===== config.mk =====
export PLATFORM = sky130hd
export DESIGN_NAME = regfile_wr_arbiter
export DESIGN_NICKNAME = d
export VERILOG_FILES = /design/src/rtl/regfile_wr_arbiter_pkg.sv /design/src/rtl/regfile_wr_arbiter_wb_skid_fifo.sv /design/src/rtl/regfile_wr_arbiter.sv
export SDC_FILE = /design/constraint.sdc
export NUM_CORES = 1
export LEC_CHECK = 0
export ABC_AREA = 1
export CAP_MARGIN = 30
export CORE_MARGIN = 3
export CORE_UTILIZATION = 50
export CTS_CLUSTER_SIZE = 30
export DETAILED_ROUTE_END_ITERATION = 8
export PLACE_DENSITY = 0.85
export RECOVER_POWER = 50
export REMOVE_ABC_BUFFERS = 1
export SYNTH_ARGS = -nofsm -noshare
export SYNTH_HDL_FRONTEND = slang
export SYNTH_SLANG_ARGS = --single-unit

===== constraint.sdc =====
create_clock -name clk -period 6.4 [get_ports clk]
set_input_delay 1.28 -clock clk [delete_from_list [all_inputs] [get_ports clk]]
set_output_delay 1.28 -clock clk [all_outputs]
set_load 0.01 [all_outputs]

===== src/rtl/regfile_wr_arbiter_pkg.sv =====
// Shared pipeline constants for the writeback arbiter.
// Register address width, x0 encoding and default data width.
package regfile_wr_arbiter_pkg;
  localparam int REG_ADDR_W     = 5;
  localparam logic [REG_ADDR_W-1:0] REG_X0 = 5'd0;
  localparam int DEF_DATA_WIDTH = 32;
  localparam int AGE_W          = 4;
  localparam logic [AGE_W-1:0] AGE_MAX = 4'd15;
  localparam logic [1:0] FIFO_DEPTH = 2'd2;
endpackage


===== src/rtl/regfile_wr_arbiter_wb_skid_fifo.sv =====
// Two-entry queue of pending MDU writebacks (rd + data).
// Entry rd values and valids are exposed for hazard lookup.
module wb_skid_fifo
  import regfile_wr_arbiter_pkg::*;
#(
  parameter int DATA_WIDTH = DEF_DATA_WIDTH
)(
  input  logic                        clk,
  input  logic                        rst,
  input  logic                        i_push,
  input  logic [REG_ADDR_W-1:0]       i_rd,
  input  logic [DATA_WIDTH-1:0]       i_data,
  input  logic                        i_pop,
  output logic [1:0]                  o_count,
  output logic [REG_ADDR_W-1:0]       o_head_rd,
  output logic [DATA_WIDTH-1:0]       o_head_data,
  output logic [1:0]                  o_ent_vld,
  output logic [1:0][REG_ADDR_W-1:0]  o_ent_rd
);

  logic [1:0][REG_ADDR_W-1:0] r_rd;
  logic [1:0][DATA_WIDTH-1:0] r_data;
  logic                       r_wptr;
  logic                       r_rptr;
  logic [1:0]                 r_count;

  always_ff @(posedge clk) begin
    if (i_push) begin
      r_rd[r_wptr]   <= i_rd;
      r_data[r_wptr] <= i_data;
    end
  end

  always_ff @(posedge clk or posedge rst) begin
    if (rst) begin
      r_wptr  <= 1'b0;
      r_rptr  <= 1'b0;
      r_count <= 2'd0;
    end else begin
      if (i_push) r_wptr <= ~r_wptr;
      if (i_pop)  r_rptr <= ~r_rptr;
      unique case ({i_push, i_pop})
        2'b10:   r_count <= r_count + 2'd1;
        2'b01:   r_count <= r_count - 2'd1;
        default: r_count <= r_count;
      endcase
    end
  end

  assign o_count     = r_count;
  assign o_head_rd   = r_rd[r_rptr];
  assign o_head_data = r_data[r_rptr];
  assign o_ent_rd    = r_rd;

  always_comb begin
    o_ent_vld = 2'b00;
    unique case (1'b1)
      (r_count == FIFO_DEPTH): o_ent_vld = 2'b11;
      (r_count == 2'd1):       o_ent_vld = 2'b01 << r_rptr;
      default:                 o_ent_vld = 2'b00;
    endcase
  end

endmodule


===== src/rtl/regfile_wr_arbiter.sv =====
// Single register-file write port shared by the W stage and the MDU.
// Pipeline wins unless the queued MDU head has aged to the starve limit.
module regfile_wr_arbiter
  import regfile_wr_arbiter_pkg::*;
#(
  parameter int DATA_WIDTH   = DEF_DATA_WIDTH,
  parameter int STARVE_LIMIT = 4
)(
  input  logic                  clk,
  input  logic                  rst,
  input  logic                  RegWriteW,
  input  logic [REG_ADDR_W-1:0] RdW,
  input  logic [DATA_WIDTH-1:0] ResultW,
  input  logic                  MduValid,
  input  logic [REG_ADDR_W-1:0] MduRd,
  input  logic [DATA_WIDTH-1:0] MduResult,
  output logic                  MduReady,
  output logic                  StallW,
  output logic                  RegWriteEn,
  output logic [REG_ADDR_W-1:0] RegWrAddr,
  output logic [DATA_WIDTH-1:0] RegWrData,
  input  logic [REG_ADDR_W-1:0] QueryRd,
  output logic                  QueryHit
);

  localparam logic [AGE_W-1:0] L_LIMIT = AGE_W'(STARVE_LIMIT);

  logic                       w_p;
  logic                       w_h;
  logic                       w_gnt_mdu;
  logic                       w_gnt_p;
  logic                       w_push;
  logic [1:0]                 w_count;
  logic [REG_ADDR_W-1:0]      w_head_rd;
  logic [DATA_WIDTH-1:0]      w_head_data;
  logic [1:0]                 w_ent_vld;
  logic [1:0][REG_ADDR_W-1:0] w_ent_rd;
  logic [AGE_W-1:0]           r_age;

  assign w_p       = RegWriteW && (RdW != REG_X0);
  assign w_h       = (w_count != 2'd0);
  assign w_gnt_mdu = w_h && (!w_p || (r_age >= L_LIMIT));
  assign w_gnt_p   = w_p && !w_gnt_mdu;
  assign MduReady  = (w_count < FIFO_DEPTH);
  assign w_push    = MduValid && MduReady && (MduRd != REG_X0);
  assign StallW    = w_p && w_gnt_mdu;

  wb_skid_fifo #(
    .DATA_WIDTH (DATA_WIDTH)
  ) u_fifo (
    .clk         (clk),
    .rst         (rst),
    .i_push      (w_push),
    .i_rd        (MduRd),
    .i_data      (MduResult),
    .i_pop       (w_gnt_mdu),
    .o_count     (w_count),
    .o_head_rd   (w_head_rd),
    .o_head_data (w_head_data),
    .o_ent_vld   (w_ent_vld),
    .o_ent_rd    (w_ent_rd)
  );

  // Age tracks how long the current head has been passed over.
  always_ff @(posedge clk or posedge rst) begin
    if (rst) begin
      r_age <= '0;
    end else if (w_gnt_mdu || !w_h) begin
      r_age <= '0;
    end else if (r_age != AGE_MAX) begin
      r_age <= r_age + 1'b1;
    end
  end

  always_comb begin
    RegWriteEn = 1'b0;
    RegWrAddr  = REG_X0;
    RegWrData  = '0;
    unique case (1'b1)
      w_gnt_mdu: begin
        RegWriteEn = 1'b1;
        RegWrAddr  = w_head_rd;
        RegWrData  = w_head_data;
      end
      w_gnt_p: begin
        RegWriteEn = 1'b1;
        RegWrAddr  = RdW;
        RegWrData  = ResultW;
      end
      default: ;
    endcase
  end

  always_comb begin
    QueryHit = 1'b0;
    for (int i = 0; i < 2; i++) begin
      if (w_ent_vld[i] && (w_ent_rd[i] == QueryRd) && (QueryRd != REG_X0))
        QueryHit = 1'b1;
    end
  end

endmodule


==> flow_summary.toml <==
[outcome]
outcome = "complete, no violations"

[timing]
finalSetupViolations = 0
min_period_over_period = 0.816
maxSlewViolCount = 0
timing.final.ws_setup_ps = 1180
final.min_clock_period_ps = 5220
tns_ps = 0
relSlewSlack = 0.0538
clock_skew_ps = 16.1
grt_setup_unrepaired = "no"
tightest_slew_ps = 1410
final_hold_viol_count = 0
fmax_mhz = 192

[yosys]
yosysTopAreaCell = "edfxtp_1"
synthCells = 422
synth_compound_area_frac = 0.0129
synthMuxAreaShare = 0
ys_seq_elements = 82
synth-xor-area-share = 0.00900
synth-seq-area-share = 0.622
syn_avg_cell_area_um2 = 9.22
synth.distinct_cells = 21
ys_warn_count = 0
synthTopCellsByArea = "edfxtp_1 (57%), nand2_1 (21%), nand3_1 (5.5%), dfrtp_1 (5.1%), inv_1 (2.2%)"
synth_top_family_by_area = "simple AND/OR/NAND/NOR gates"
synth_area_um2 = 3890
synthAdderAreaFrac = 0.0161
synth-simple-area-share = 0.280
netlist.area_leader.share = 0.571

[route]
wl_met2_um = 4760
wl_um = 9220
avgRoutedWirePerCell_um = 14.2
routed.top_layer = "met4"
firstDrtPassIters = 5
ant_nets = 0
vias_per_cell = 4.97
met3_length_um = 803
drc_errors = 0
dr_total_vias = 3218
drt_first_iter_violations = 141
wl_met1_um = 3630

[global_routing]
antenna_found_initial = 1
track_usage = 0.218
grt_max_degree = 46
grt_pass1_vias = 3232
grt_overflow_total = 0
grt_first_pass_wirelength_um = 15100

[floorplan]
start_util = 0.525
fp-row-count = 31
die_w_um = 94.2
num_io_pins = 124
core-area_um2 = 7410
dieArea_um2 = 8880
die_h_um = 94.2

[setup_path]
arrival_ps = 3940
crit_path_max_fanout = 40
slowest_delay_ps = 880
critPathLaunchType = "input port"
path_buf_inv = 3
crit_type = "input port to output pin"
cp_num_cells = 9
cp_slowest_cell = "inv_1"
cp_top_family = "buffers and inverters"
reg2reg_to = "u_fifo.o_count[1]$_DFFE_PP0P_"
worstReg2RegStart = "u_fifo.o_count[1]$_DFFE_PP0P_"
path_cells = "dlygate4sd3_1 -> nor2_1 -> nand3_1 -> nand3_1 -> nand2_2 -> inv_1 -> nand2_1 -> nand2_1 -> clkdlybuf4s50_1"
end_kind = "output pin"
rrSetupSlack_ps = 3900
worstSetupStartpoint = "RdW[3]"
r2r_cells = 7
crit_required_ps = 5120

[final_layout]
fin_nets = 629
final_cell_mix = "nand2_1 (213), clkdlybuf4s50_1 (83), edfxtp_1 (74)"
instances_no_fill = 647
area_delta_synth_final_pct = 39.9
multi_input_area_um2 = 1240
drive_gt1_frac = 0.0385
regArea_um2 = 2420
filler_cell_count = 535
final_common_cell = "nand2_1"

[min_path]
hold_class = "flip-flop to flip-flop"
holdPathStages = 1
hold_start = "r_age[0]$_DFFE_PP0P_"
holdPathEnd = "r_age[0]$_DFFE_PP0P_"

[placed_design]
placedCellCount = 629
dp_slack_ps = 1720
port_buffers = 123
dp_hpwl_um = 6360
place_congestion = 0.841

[pwr]
comb_power_share = 0.453
pwr_density_cell_nw_per_um2 = 397
p_int_mw = 1.40
p_leak_nw = 2.37
p_sw_mw = 0.755
clkPwrFrac = 0.204
switching_share = 0.349
seqPwrFrac = 0.343
finalPower_mw = 2.16
ir_drop_v = 0.000268

[clock_tree]
cts_tree = "done"
cts_root_buffer = "clkbuf_8"
cts_resized = 0
cts.htree.levels = 3
cts_inserted_buffers = 9
clk_path_buf_depth = 2
cts.reportedPaths.clkPinSlew_ps = 80
cts_setup_buffers = 0
cts_sinks = 82
ctsHoldBuffers = 0
insertion_delay_ps = 330

[job]
maxCapViolCount = 0
-- worst max-delay path by stage --
stage / end / slack [ps]
detailed placement: RegWrData[4] / 1720
CTS: RegWrData[4] / 1720
global placement: RegWrData[4] / 1730
global route: RegWrData[17] / 910
floorplan: RegWrAddr[0] / 2630
finish: RegWrData[23] / 1180
-- state kept, by name, summed over array words and instances (netlist names) --
signal and cells:
r_age 4, u_fifo.o_count 2, u_fifo.o_ent_rd 10, u_fifo.r_data 64, u_fifo.r_rptr 1, u_fifo.r_wptr 1
-- power groups by stage --
stage,sequential (mW),clock (mW),combinational [mW]
2_1_floorplan,0.772,0,0.471
3_3_place_gp,0.748,0,0.930
3_5_place_dp,0.753,0,0.987
4_1_cts,0.742,0.445,0.999
5_1_grt,0.751,0.472,1.09
6_report,0.742,0.440,0.977
-- cell families after synthesis --
kind of cell | Yosys count
AOI/OAI and AO/OA | 10
xor gates and xnor gates | 4
and+or+nand+nor | 274
other | 1
DFF | 82
buffers and inverters | 46
adders and majority gates | 5
-- Yosys cell counts, drive strengths merged --
| master | n |
|---|---|
| nand2 | 214 |
| edfxtp | 74 |
| nand3 | 43 |
| inv | 25 |
| buf | 17 |
| nor2 | 15 |
| dfrtp | 8 |
| o21ai | 7 |
| ha | 5 |
| a21oi | 3 |
| clkbuf | 3 |
| xnor2 | 3 |
| clkinv | 1 |
| conb | 1 |
| nand4 | 1 |
| nor3 | 1 |
| xor2 | 1 |
-- layout make-up --
cell class / instances / area share
inverter: 26 / 0.0179
timing repair buffer: 128 / 0.241
clock inverter: 6 / 0.0211
antenna: 3 / 0.00138
sequential: 82 / 0.445
tap: 99 / 0.0228
clock buffer: 9 / 0.0228
multi-input combinational: 294 / 0.228
-- layer usage --
metal,up-vias,GRT usage
li1,1606,-
met1,1498,0.264
met2,112,0.388
met3,2,0.0593
met4,0,0.0445
met5,-,0
-- stage by stage --
stage               cell area, um2  hold WS [ps]  utilization
floorplan                     3760           410            -
global placement              5140           420        0.694
detailed placement            5210           429        0.704
CTS                           5450           440        0.736
global route                  5440           455        0.734
finish                        5440           438        0.735
No activity file was read; power rests on OpenSTA's default activity.
